`src/rtl/image_sdram_writer.sv`:
```
`default_nettype none
// ============================================================================
// Module      : image_sdram_writer
// Description : Writes background/mask RGB pixel pairs from the image download
//               path into SDRAM using the interleaved layout the line reader
//               expects: three 16-bit words per pixel, ordered R, G, B, each
//               word {mask byte, background byte}. Runs in clk_sys_131_072.
// Ports       : clk, reset        - system clock, async active-high reset
//               start, base_addr  - begin (or restart) a frame at base_addr
//               pixel_valid/ready - pixel pair handshake (background_rgb,
//                                   mask_rgb)
//               sd_wr_req/ready   - SDRAM write handshake (sd_addr, sd_data)
//               busy, done        - frame in progress / end-of-frame pulse
//               checksum          - 16-bit wrapping sum of accepted words
// Options     : IMAGE_WRITER_CHECKSUM_EN - define to build the checksum
//               adder; otherwise checksum is tied to zero.
// Revision    : 1.0 - initial release
// ============================================================================
module image_sdram_writer #(
  parameter int LINE_PIXELS = 720,
  parameter int LINES       = 720,
  parameter int ADDR_WIDTH  = 25
) (
  input  logic                  clk,
  input  logic                  reset,
  input  logic                  start,
  input  logic [ADDR_WIDTH-1:0] base_addr,
  input  logic                  pixel_valid,
  output logic                  pixel_ready,
  input  logic [23:0]           background_rgb,
  input  logic [23:0]           mask_rgb,
  output logic                  sd_wr_req,
  input  logic                  sd_ready,
  output logic [ADDR_WIDTH-1:0] sd_addr,
  output logic [15:0]           sd_data,
  output logic                  busy,
  output logic                  done,
  output logic [15:0]           checksum
);

  localparam int c_X_W = (LINE_PIXELS > 1) ? $clog2(LINE_PIXELS) : 1;
  localparam int c_Y_W = (LINES > 1) ? $clog2(LINES) : 1;
  localparam logic [c_X_W-1:0] c_X_LAST = c_X_W'(LINE_PIXELS - 1);
  localparam logic [c_Y_W-1:0] c_Y_LAST = c_Y_W'(LINES - 1);

  typedef enum logic [2:0] {
    S_IDLE  = 3'd0,
    S_FETCH = 3'd1,
    S_W0    = 3'd2,
    S_W1    = 3'd3,
    S_W2    = 3'd4,
    S_DONE  = 3'd5
  } state_t;

  state_t                  r_state, w_state_nxt;
  logic                    r_pixel_ready, w_pixel_ready_nxt;
  logic                    r_sd_wr_req, w_sd_wr_req_nxt;
  logic [ADDR_WIDTH-1:0]   r_sd_addr, w_sd_addr_nxt;
  logic [15:0]             r_sd_data, w_sd_data_nxt;
  logic                    r_busy, w_busy_nxt;
  logic [c_X_W-1:0]        r_x, w_x_nxt;
  logic [c_Y_W-1:0]        r_y, w_y_nxt;
  logic [23:0]             r_bg, w_bg_nxt;
  logic [23:0]             r_mask, w_mask_nxt;
  logic                    w_last_pixel;
  logic                    w_word_accepted;

  assign w_last_pixel    = (r_x == c_X_LAST) && (r_y == c_Y_LAST);
  assign w_word_accepted = r_sd_wr_req && sd_ready;

  // Next-state and registered-output computation. Outputs are registered, so
  // each branch sets the value the output must carry in the *next* state.
  always_comb begin
    w_state_nxt       = r_state;
    w_pixel_ready_nxt = 1'b0;
    w_sd_wr_req_nxt   = 1'b0;
    w_sd_addr_nxt     = r_sd_addr;
    w_sd_data_nxt     = r_sd_data;
    w_busy_nxt        = r_busy;
    w_x_nxt           = r_x;
    w_y_nxt           = r_y;
    w_bg_nxt          = r_bg;
    w_mask_nxt        = r_mask;

    case (r_state)
      S_IDLE: begin
        w_busy_nxt = 1'b0;
      end

      S_FETCH: begin
        if (pixel_valid) begin
          // R word comes straight from the inputs so W0 starts immediately.
          w_bg_nxt        = background_rgb;
          w_mask_nxt      = mask_rgb;
          w_sd_data_nxt   = {mask_rgb[23:16], background_rgb[23:16]};
          w_sd_wr_req_nxt = 1'b1;
          w_state_nxt     = S_W0;
        end else begin
          w_pixel_ready_nxt = 1'b1;
        end
      end

      S_W0: begin
        w_sd_wr_req_nxt = 1'b1;
        if (sd_ready) begin
          w_sd_addr_nxt = r_sd_addr + ADDR_WIDTH'(1);
          w_sd_data_nxt = {r_mask[15:8], r_bg[15:8]};
          w_state_nxt   = S_W1;
        end
      end

      S_W1: begin
        w_sd_wr_req_nxt = 1'b1;
        if (sd_ready) begin
          w_sd_addr_nxt = r_sd_addr + ADDR_WIDTH'(1);
          w_sd_data_nxt = {r_mask[7:0], r_bg[7:0]};
          w_state_nxt   = S_W2;
        end
      end

      S_W2: begin
        w_sd_wr_req_nxt = 1'b1;
        if (sd_ready) begin
          w_sd_wr_req_nxt = 1'b0;
          w_sd_addr_nxt   = r_sd_addr + ADDR_WIDTH'(1);
          if (w_last_pixel) begin
            w_busy_nxt  = 1'b0;
            w_state_nxt = S_DONE;
          end else begin
            w_pixel_ready_nxt = 1'b1;
            w_state_nxt       = S_FETCH;
            if (r_x == c_X_LAST) begin
              w_x_nxt = '0;
              w_y_nxt = r_y + c_Y_W'(1);
            end else begin
              w_x_nxt = r_x + c_X_W'(1);
            end
          end
        end
      end

      S_DONE: begin
        w_busy_nxt  = 1'b0;
        w_state_nxt = S_IDLE;
      end

      default: begin
        w_busy_nxt  = 1'b0;
        w_state_nxt = S_IDLE;
      end
    endcase

    // A start from any state restarts the frame; any partially written pixel
    // is abandoned and the pending write request is withdrawn.
    if (start) begin
      w_state_nxt       = S_FETCH;
      w_pixel_ready_nxt = 1'b1;
      w_sd_wr_req_nxt   = 1'b0;
      w_sd_addr_nxt     = base_addr;
      w_busy_nxt        = 1'b1;
      w_x_nxt           = '0;
      w_y_nxt           = '0;
    end
  end

  always_ff @(posedge clk or posedge reset) begin
    if (reset) begin
      r_state       <= S_IDLE;
      r_pixel_ready <= 1'b0;
      r_sd_wr_req   <= 1'b0;
      r_sd_addr     <= '0;
      r_sd_data     <= '0;
      r_busy        <= 1'b0;
      r_x           <= '0;
      r_y           <= '0;
      r_bg          <= '0;
      r_mask        <= '0;
    end else begin
      r_state       <= w_state_nxt;
      r_pixel_ready <= w_pixel_ready_nxt;
      r_sd_wr_req   <= w_sd_wr_req_nxt;
      r_sd_addr     <= w_sd_addr_nxt;
      r_sd_data     <= w_sd_data_nxt;
      r_busy        <= w_busy_nxt;
      r_x           <= w_x_nxt;
      r_y           <= w_y_nxt;
      r_bg          <= w_bg_nxt;
      r_mask        <= w_mask_nxt;
    end
  end

`ifdef IMAGE_WRITER_CHECKSUM_EN
  logic [15:0] r_checksum;

  // Start clears the sum even if a word is accepted in the same cycle; that
  // word belongs to the abandoned frame.
  always_ff @(posedge clk or posedge reset) begin
    if (reset) begin
      r_checksum <= '0;
    end else if (start) begin
      r_checksum <= '0;
    end else if (w_word_accepted) begin
      r_checksum <= r_checksum + r_sd_data;
    end
  end

  assign checksum = r_checksum;
`else
  assign checksum = '0;
`endif

  assign pixel_ready = r_pixel_ready;
  assign sd_wr_req   = r_sd_wr_req;
  assign sd_addr     = r_sd_addr;
  assign sd_data     = r_sd_data;
  assign busy        = r_busy;
  // Suppressed when a restart lands on the DONE cycle: that frame is replaced.
  assign done        = (r_state == S_DONE) && !start;

endmodule
`default_nettype wire

```
`config.mk`:
```
export PLATFORM = sky130hd
export DESIGN_NAME = image_sdram_writer
export DESIGN_NICKNAME = d
export VERILOG_FILES = /design/src/rtl/image_sdram_writer.sv
export SDC_FILE = /design/constraint.sdc
export NUM_CORES = 1
export LEC_CHECK = 0
export BUFFER_PORTS_ARGS = -buffer_cell sky130_fd_sc_hd__buf_4
export CELL_PAD_IN_SITES_DETAIL_PLACEMENT = 0
export CELL_PAD_IN_SITES_GLOBAL_PLACEMENT = 1
export CORE_MARGIN = 2
export CORE_UTILIZATION = 43
export CTS_CLUSTER_DIAMETER = 200
export DETAILED_ROUTE_END_ITERATION = 16
export PLACE_DENSITY_LB_ADDON = 0.05
export REMOVE_ABC_BUFFERS = 1
export SYNTH_ARGS = -nofsm -noshare
export SYNTH_HDL_FRONTEND = slang
export SYNTH_SLANG_ARGS = --single-unit
```
`constraint.sdc`:
```
create_clock -name clk -period 8.71 [get_ports clk]
set_clock_uncertainty 0.2 [all_clocks]
set_input_delay 0.4355 -clock clk [delete_from_list [all_inputs] [get_ports clk]]
set_output_delay 0.4355 -clock clk [all_outputs]
set_load 0.02 [all_outputs]
```
After elaboration in Yosys (flattened, before gate mapping)
Index checks and enable logic that the tools add are counted.
Widths: inputs -> output; s select.
Cells by class
  shifts and indexed selects: 0
  $add $sub $neg: 3
  divide/modulo/power cells: 0
  $lt $le $gt $ge: 0
  muxes and demuxes: 37
  $mul: 0
  reductions and logical operators: 19
  bitwise gates (word level): 0
  equal/unequal tests: 18
Operators with widths (count)
  $mux 10: 10
  $mux 25: 3
  $mux 16: 3
  $pmux 16 s3: 1
  $add 25x1->25 const B: 1
  $add 10x1->10 const B: 2
  $eq 10x10->1 const B: 2
  $mux 3: 6
  $ne 3x3->1 const B: 5
  $pmux 3 s5: 1
  $mux 1: 10
  $ne 2x2->1 const B: 5
  $reduce_and 4->1: 2
  $reduce_bool 2->1: 4
  $eq 3x2->1 const B: 2
  $eq 3x3->1 const B: 2
  $reduce_and 3->1: 2
  $reduce_or 3->1: 2
  $reduce_and 5->1: 1
  $pmux 1 s2: 2
  $reduce_and 2->1: 2
  $eq 3x1->1 const B: 1
  $logic_not 3->1: 1
  $pmux 1 s3: 1
  5 further kinds: 6
Storage, ports and cells
  register bits: 99
  output and inout bits: 61
  ROM bits: 0
  memory bits (writable): 0
  memories kept: 0
  latch bits: 0

Depth between registers and ports, before layout
Gate-level depths: netlist (run 1).
  depth in word-level cells: 6
  gate-level depth with buffers: 8

Least setup slack after synthesis (run 1)
OpenSTA, ideal clock, no wires.
  path type: reg-to-reg
  from: reg r_x[0]
  to: reg r_x[3]
  slack: 6.547 ns
  arrival: 1.899 ns
  data required time: 8.445 ns
  period minus slack after synthesis: 2.163 ns
  stages on the path, launching flop included: 8
  library setup time: 0.065 ns
  cell sequence: dfrtp_1 -> ha_1 -> and3_1 -> clkbuf_2 -> a31oi_1 -> nand2_1 -> o31ai_1 -> a21o_1
Between the ends
  word-level cells in the longest chain between the ends: 6
  elaborated cells on any way between the ends: 10
  classes of those cells: add/sub: 1; eq/ne: 2; mux: 5; reduce/logical: 2
Ends and longest elaborated chain
  start, declared: RTL line 61  | logic [c_X_W-1:0] r_x, w_x_nxt;
  start signal, assigned: RTL line 185  | r_x <= w_x_nxt;
  $add 10x1->10 or $eq 10x10->1 (tied branches): RTL line 136, 68, 132
  $mux 10: RTL line 132  | if (r_x == c_X_LAST) begin
  $mux 10: RTL line 126  | if (w_last_pixel) begin
  $mux 10: RTL line 123  | if (sd_ready) begin
  $mux 10: RTL line 85  | case (r_state)
  $mux 10: RTL line 155  | if (start) begin
Parallel ways exist; a longest one is shown, timed or not. The select of a mux whose other input is x is not followed.
A chain may end at the register's enable or synchronous reset.

Final worst setup path (run 1)
  from: reg r_state[0]
  to: reg r_sd_addr[19], in the netlist sd_addr[19]
Between the ends
  word-level cells in the longest chain between the ends: 4
  elaborated cells on any way between the ends: 6
  classes of those cells: eq/ne: 3; reduce/logical: 3
Ends and longest elaborated chain
  start, declared: RTL line 55  | state_t r_state, w_state_nxt;
  start signal, assigned: RTL line 179  | r_state <= w_state_nxt;
  $eq 3x3->1 or $eq 3x2->1 (tied branches): RTL line 85
  $reduce_or 3->1 (no source line) *
  $reduce_bool 2->1 (no source line) *
  $reduce_and 2->1 (no source line) *
  end signal, assigned: RTL line 182  | r_sd_addr <= w_sd_addr_nxt;
  end, declared: RTL line 58  | logic [ADDR_WIDTH-1:0] r_sd_addr, w_sd_addr_nxt;
Mark *: on every way between the ends. The rest lies on a longest branch, timed or not.

==> out/metrics.cfg, run 1 <==
[global_route]
grt_pass1_wl_um = 19400
grt_usage = 0.192
grt_max_degree = 74
grt_remaining_overflow = 0
grt_antenna_before_repair = 0
grt_pass1_vias = 3977

[sta]
final.setup.tns_ps = 0
final.period_utilization = 0.324
rsz0062_at_grt = false
hold_viol = 16
worst_slew_pin_slew_ps = 1150
maxSlewHeadroom = 0.234
max_freq_mhz = 355
finalSetupViolCount = 0
drv_slew = 0
finalCriticalPeriod_ps = 2820
worst_hold_slack_ps = -10.6

[placement]
io_buffers = 122
hpwl_um = 7860
gp_congestion = 0.750

[drt]
routed_via_density = 5.23
drtIter0Drc = 209
dr.pass1.iters = 6
ant_nets = 0
drc_errors = 0
drt-total-wl_um = 11500
wl_per_cell_um = 15.1
route.vias.total = 3986

[layout]
antenna_cells = 0
multi_input_area_um2 = 2380
nets = 695
final_util = 0.548
fill_cells = 1038
drive_gt1_frac = 0.300
synthToLayoutAreaGrowth_pct = 24.0
regArea_um2 = 2480

[synthesis]
synth-seq-cells = 99
synth_cell_type_count = 51
ys_seq_area_frac = 0.489
synth_most_common_cell = dfrtp_1
synthFlopType = dfrtp_1
yosysTopAreaCell = dfrtp_1
synth.area.top_cells = dfrtp_1 49%, mux2_2 7.3%, xor2_1 4.7%
synth_top_cells_by_count = 99 x dfrtp_1, 55 x nand2_1, 43 x o21ai_0, 37 x nor2_1, 33 x mux2_2
synth-edff-count = 0
yosysWarnings = 0
synthCells = 509
syn_area_um2 = 5070
synth_top_area_frac = 0.489
async_flop_share = 1.00
syn_avg_cell_area_um2 = 9.96

[job]
cap_violations = 0

[die]
die_w_um = 113
io-pin-count = 139
core_area_um2 = 11500
row_count = 39
initial_utilization = 0.442
dieArea_um2 = 12700
dieHeight_um = 113

[critical_path]
slowest_delay_ps = 900
cp_max_fo = 25
crit_required_ps = 8780
crit_path_top_delay_cell = a21oi_1
start_kind = flip-flop
critPathTopFamily = compound AO/OA/AOI/OAI gates
arrival_ps = 2890
crit_type = reg2reg
path_buf_inv = 1
end_kind = flip-flop
path_cells = buf_4 > or3b_1 > a21oi_1 > nand4_1 > xor2_1 > o21ai_0

[clock_network]
clk_pin_slew_ps = 70
cts_resized = 0
cts_buffers = 9
root_buffer = clkbuf_16
cts_tree = built
cts_hold_buffers = 0
clock_path_buffers = 2
htreeDepth = 3
post_cts_buffers = 0
cts_sinks = 99
insertion_delay_ps = 350

[power_and_ir_drop]
leakage_nw = 2.96
power.density_nw_per_um2 = 199
worst_ir_drop_vdd_mv = 0.146

[worst_hold_path]
min_path_type = in2async

[run_status]
violations = hold timing
outcome = finished with violations

## per-stage QoR
step                      instances  setup slack [ps]  area [µm²]  total power [W]
after floorplan                 476              4390        4860         0.000750
after global placement          746              6030        6000         0.000867
after detailed placement        746              5960        6000         0.000877
after CTS                       762              5940        6280          0.00127
after global routing            762              5670        6280          0.00132
final                           762              5890        6280          0.00125
## worst register-to-register path: cells and delay by family (launching register included)
family | cells | cell delay, ps
compound gates | 2 | 1050
xor+xnor | 1 | 200
buf+inv | 1 | 250
flops | 1 | 360
simple gates | 2 | 670
## per-layer routing
layer	wire, µm	global-route usage	vias to the layer above
li1	-	-	1955
met1	5090	0.241	1910
met2	5480	0.307	109
met3	798	0.0686	12
met4	144	0.0675	0
met5	0	0	-
## cells in the final DEF (no fill, tap or decap), types with 2 or more instances in the layout
cell and count:
buf_4 127, xnor2_1 3, nor3b_1 3, mux2i_1 18, and4_1 2, nor3_1 6, a211o_1 3, clkinv_2 2
xor2_1 27, a21o_1 4, o21ai_0 43, nor2b_1 3, inv_1 2, dfrtp_1 99, nand2b_1 3, a21oi_1 25
o31ai_1 5, nor2_1 37, clkbuf_16 9, nand4_1 17, mux2_2 33, and3_1 13, conb_1 16, nand3_1 24
and2_1 5, a22oi_1 2, inv_6 3, ha_1 3, o21a_1 2, nand2_1 55, a31o_2 2, o21ai_1 2
## area by class of cell
| cell class | count | share of cell area |
|---|---|---|
| clock inverters | 6 | 0.00717 |
| inverters | 3 | 0.00219 |
| repair buffers | 127 | 0.152 |
| well taps | 143 | 0.0285 |
| multi-input cells | 374 | 0.378 |
| flip-flops and latches | 99 | 0.394 |
| clock buffers | 10 | 0.0380 |
## state kept, by name (all words and copies together) (netlist names), 3 cells and up
register / cells
r_bg: 16
r_state: 3
r_mask: 16
r_x: 10
sd_data: 16
r_y: 10
sd_addr: 25
## worst paths after layout
kind,cells past startpoint,start,slack (ps),end
setup / recovery,6,r_state[0],5890,sd_addr[19]
hold / removal,2,reset,-10,sd_data[12]
setup reg to reg,6,r_state[0],5890,sd_addr[19]
hold reg to reg,2,sd_data[2],290,sd_data[2]
max in group asynchronous,3,reset,7260,sd_addr[1]
min in group clk,3,base_addr[22],90,sd_addr[22]
## cell families (layout without fill, tap and decap cells)
family / Yosys count / count (layout) / share of synthesized area
other cells: 1 / 16 / 0.000740
flops: 99 / 99 / 0.489
compound gates: 92 / 92 / 0.104
mux: 51 / 51 / 0.109
simple gates: 182 / 182 / 0.184
xor+xnor: 30 / 30 / 0.0518
buf+inv: 51 / 146 / 0.0545
fa+ha+maj: 3 / 3 / 0.00740
## where the power goes
group | internal, W | switching [W] | leakage (nW)
combinational | 0.000137 | 0.000147 | 1.59
sequential | 0.000532 | 0.0000481 | 1.23
clock | 0.000204 | 0.000181 | 0.144
total | 0.000873 | 0.000376 | 2.96
(Power assumes the default switching activity.)
==> run 2: changes to the inputs <==
--- a/config.mk
+++ b/config.mk
@@ -9,7 +9,7 @@
 export CELL_PAD_IN_SITES_DETAIL_PLACEMENT = 0
 export CELL_PAD_IN_SITES_GLOBAL_PLACEMENT = 1
 export CORE_MARGIN = 2
-export CORE_UTILIZATION = 43
+export CORE_UTILIZATION = 36
 export CTS_CLUSTER_DIAMETER = 200
 export DETAILED_ROUTE_END_ITERATION = 16
 export PLACE_DENSITY_LB_ADDON = 0.05
==> constraint.sdc (replaced) <==
create_clock -name clk -period 2.4 [get_ports clk]
set_clock_uncertainty 0.2 [all_clocks]
set_input_delay 0.12 -clock clk [delete_from_list [all_inputs] [get_ports clk]]
set_output_delay 0.12 -clock clk [all_outputs]
set_load 0.02 [all_outputs]
==> out/metrics.cfg, run 2 (synthesis gave the netlist of run 1 again) <==
[run_status]
outcome = complete, no violations

[critical_path]
end_kind = flip-flop
arrival_ps = 2290
slowest_delay_ps = 470
critPathTopFamily = simple AND/OR/NAND/NOR gates
crit_required_ps = 2460
r2r_start = r_x[0]
crit_path_top_delay_cell = or4_1
start_kind = flip-flop
crit_type = reg2reg
startpoint = r_x[0]
path_buf_inv = 0
cp_max_fo = 7
path_cells = ha_1 > and3_1 > and4b_1 > nand3_4 > or4_1 > a21oi_1

[layout]
layout_commonest_cell = buf_4
antenna_cells = 0
synthToLayoutAreaGrowth_pct = 43.3
fill_cells = 1306
drive_gt1_frac = 0.282
final_cell_count_no_fill = 889
nets = 785
final_cell_mix = 139 x buf_4, 99 x dfrtp_1, 76 x dlygate4sd3_1
largest_reg_flops = 25

[clock_network]
htreeDepth = 3
clk_pin_slew_ps = 70
clock_path_buffers = 2
root_buffer = clkbuf_16
cts_tree = built
post_cts_buffers = 0
insertion_delay_ps = 340
cts_sinks = 99
cts_buffers = 9

[global_route]
grt_pass1_vias = 4372
grt_pass1_wl_um = 20900
grt_max_degree = 44
grt_antenna_before_repair = 0
grt_usage = 0.176
grt_remaining_overflow = 0

[die]
row_count = 43
die_w_um = 123
dieHeight_um = 123
io-pin-count = 139
core_area_um2 = 13800
dieArea_um2 = 15000
initial_utilization = 0.367

[drt]
routed_via_density = 4.87
drc_errors = 0
drt-total-wl_um = 12500
drtIter0Drc = 136
dr.pass1.iters = 4
wl_per_cell_um = 14.0
ant_nets = 0
route.vias.total = 4326

[power_and_ir_drop]
power_w = 0.00486
worst_ir_drop_vdd_mv = 0.343
power.density_nw_per_um2 = 668
leakage_nw = 3.37

[sta]
max_freq_mhz = 450
drv_slew = 0
rsz0062_at_grt = false
hold_viol = 0
final.period_utilization = 0.927
worst_hold_slack_ps = 9.11
finalSetupViolCount = 0
finalCriticalPeriod_ps = 2220
worst_slew_pin_slew_ps = 554
maxSlewHeadroom = 0.631

[placement]
gp_congestion = 0.742
hpwl_um = 8270
place_inst = 797
io_buffers = 122

[worst_hold_path]
min_path_type = in2reg
min_from = start

[job]
cap_violations = 0

## run 2: final cells by class
class | count | area [µm²] | share of cell area
clock buffers | 12 | 256 | 0.0353
well taps | 180 | 225 | 0.0310
multi-input cells | 374 | 2380 | 0.327
repair buffers | 217 | 1840 | 0.254
inverters | 3 | 13.8 | 0.00189
clock inverters | 4 | 72.6 | 0.00999
flip-flops and latches | 99 | 2480 | 0.341
## run 2: path summary, 6_finish.rpt
path | end | slack (ps) | cells after the start
max reg2reg | r_y[8] | 180 | 6
min reg2reg | sd_data[12] | 280 | 2
min | r_y[4] | 9 | 2
max | r_y[8] | 180 | 6
min in group asynchronous | r_mask[4] | 200 | 3
max in group asynchronous | r_bg[13] | 1160 | 4
## run 2: per-stage QoR
step	setup slack [ps]	utilization	setup TNS [ps]	cell area, µm²
after global placement	215	0.447	0	6180
after global routing	0.733	0.526	0	7270
after floorplan	-1920	-	-112680	4860
after CTS	182	0.526	0	7270
final	175	0.526	0	7270
after detailed placement	206	0.447	0	6180
## run 2: power by group
group,switching [W],internal [W]
logic,0.000562,0.000594
clock network,0.000623,0.000970
registers,0.000177,0.00193
total,0.00136,0.00349
## run 2: repair_timing
action / CTS / global route
setup endpoints to repair: 0 / 8
hold buffers: 76 / 0
gates resized for setup: 0 / 1
endpoints found under the hold margin: 118 / 0
## run 2: per-layer routing
| metal | global-route usage | share of wire | vias to the layer above |
|---|---|---|---|
| met4 | 0.0668 | 0.016 | 0 |
| met3 | 0.0325 | 0.037 | 13 |
| li1 | - | - | 2133 |
| met2 | 0.299 | 0.50 | 91 |
| met1 | 0.221 | 0.45 | 2089 |
| met5 | 0 | 0 | - |
==> run 3: changes to the inputs <==
--- a/config.mk
+++ b/config.mk
@@ -5,13 +5,16 @@
 export SDC_FILE = /design/constraint.sdc
 export NUM_CORES = 1
 export LEC_CHECK = 0
+export ABC_CLOCK_PERIOD_IN_PS = 2400
 export BUFFER_PORTS_ARGS = -buffer_cell sky130_fd_sc_hd__buf_4
+export CAP_MARGIN = 30
 export CELL_PAD_IN_SITES_DETAIL_PLACEMENT = 0
 export CELL_PAD_IN_SITES_GLOBAL_PLACEMENT = 1
 export CORE_MARGIN = 2
 export CORE_UTILIZATION = 36
 export CTS_CLUSTER_DIAMETER = 200
 export DETAILED_ROUTE_END_ITERATION = 16
+export MAX_ROUTING_LAYER = met4
 export PLACE_DENSITY_LB_ADDON = 0.05
 export REMOVE_ABC_BUFFERS = 1
 export SYNTH_ARGS = -nofsm -noshare
==> out/metrics.cfg, run 3 (synthesis gave the netlist of run 1 again) <==
[clock_network]
cts_sinks = 99
insertion_delay_ps = 350
clock_path_buffers = 2
cts_tree = built
clk_pin_slew_ps = 70
cts_resized = 0
htreeDepth = 3
root_buffer = clkbuf_16
cts_buffers = 9
post_cts_buffers = 0

[layout]
multi_input_area_um2 = 2380
synthToLayoutAreaGrowth_pct = 43.6
layout_commonest_cell = buf_4
fill_cells = 1306
largest_reg_flops = 25
final_cell_count_no_fill = 890
stdcell_area_um2 = 7280
regArea_um2 = 2480
nets = 786
drive_gt1_frac = 0.282
antenna_cells = 0
final_cell_mix = 139 x buf_4, 99 x dfrtp_1, 76 x dlygate4sd3_1

[sta]
finalCriticalPeriod_ps = 2220
max_freq_mhz = 450
maxSlewHeadroom = 0.630
hold_viol = 0
rsz0062_at_grt = false
final.period_utilization = 0.926
drv_slew = 0
finalSetupViolCount = 0
worst_slew_pin_slew_ps = 554

[placement]
hpwl_um = 8270
gp_congestion = 0.752
place_inst = 797
io_buffers = 122
dpl_cell_area_um2 = 6180

[global_route]
grt_antenna_before_repair = 0
grt_usage = 0.181
grt_remaining_overflow = 0
grt_max_degree = 44
grt_pass1_vias = 4371
grt_pass1_wl_um = 20800

[power_and_ir_drop]
clkPwrFrac = 0.328
power_frac_seq = 0.433
leakage_nw = 3.38
p_int_w = 0.00350
worst_ir_drop_vdd_mv = 0.344
power.density_nw_per_um2 = 668
p_comb_frac = 0.239
swShare = 0.281
switchingPower_w = 0.00137

[critical_path]
crit_required_ps = 2470
start_kind = flip-flop
path_buf_inv = 0
startpoint = r_x[0]
slowest_delay_ps = 470
end_kind = flip-flop
cp_max_fo = 7
critPathTopFamily = simple AND/OR/NAND/NOR gates
path_cells = ha_1 > and3_1 > and4b_1 > nand3_4 > or4_1 > a21oi_1
crit_type = reg2reg
r2r_start = r_x[0]
crit_path_top_delay_cell = or4_1
arrival_ps = 2290

[die]
dieHeight_um = 123
row_count = 43
dieArea_um2 = 15000
die_w_um = 123
core_area_um2 = 13800
initial_utilization = 0.367
io-pin-count = 139

[drt]
wl_per_cell_um = 14.0
ant_nets = 0
drc_errors = 0
drtIter0Drc = 171
route.vias.total = 4330
routed_via_density = 4.87
drt-total-wl_um = 12500
dr.pass1.iters = 4

[worst_hold_path]
min_path_type = in2reg
min_from = start

[job]
cap_violations = 0

[run_status]
outcome = complete, no violations

[run 3: stage by stage]
| step | total power, W | setup TNS [ps] | hold WS [ps] | util | worst slack [ps] |
|---|---|---|---|---|---|
| 3_5_place_dp | 0.00321 | 0 | 22.4 | 0.447 | 206 |
| 6_report | 0.00487 | 0 | 7.37 | 0.527 | 177 |
| 2_1_floorplan | 0.00272 | -112680 | -16.9 | - | -1920 |
| 3_3_place_gp | 0.00318 | 0 | 20.0 | 0.447 | 215 |
| 4_1_cts | 0.00492 | 0 | 0.526 | 0.526 | 182 |
| 5_1_grt | 0.00516 | 0 | 23.2 | 0.527 | 0.426 |
[run 3: path summary, 6_finish.rpt]
path,cells past startpoint,slack (ps),to
setup reg to reg,6,180,r_y[8]
max in group asynchronous,4,1160,r_bg[5]
min in group asynchronous,3,190,r_mask[1]
setup / recovery,6,180,r_y[8]
hold / removal,2,7,r_y[4]
hold reg to reg,2,280,sd_data[12]
[run 3: area by class of cell]
type | count | share of cell area
sequential | 99 | 0.340
tap | 180 | 0.0309
inverter | 3 | 0.00189
clock buffer | 12 | 0.0352
clock inverter | 4 | 0.00997
timing repair buffer | 218 | 0.255
multi-input combinational | 374 | 0.326
[run 3: power groups by stage]
stage	logic, W	clock network [W]	registers [W]
final	0.00116	0.00160	0.00211
after CTS	0.00117	0.00164	0.00211
after global placement	0.00105	0	0.00213
after floorplan	0.000456	0	0.00226
after detailed placement	0.00107	0	0.00214
after global routing	0.00128	0.00173	0.00215
[run 3: metal layers]
layer	share of wire	track usage
met1	0.45	0.221
met2	0.49	0.300
met4	0.016	0.0668
met3	0.035	0.0293
met5	0	-
[run 3: timing repair]
action                                  CTS  global route
hold buffers                             76             0
endpoints found under the hold margin   118             0
endpoints found under the setup margin    0             0
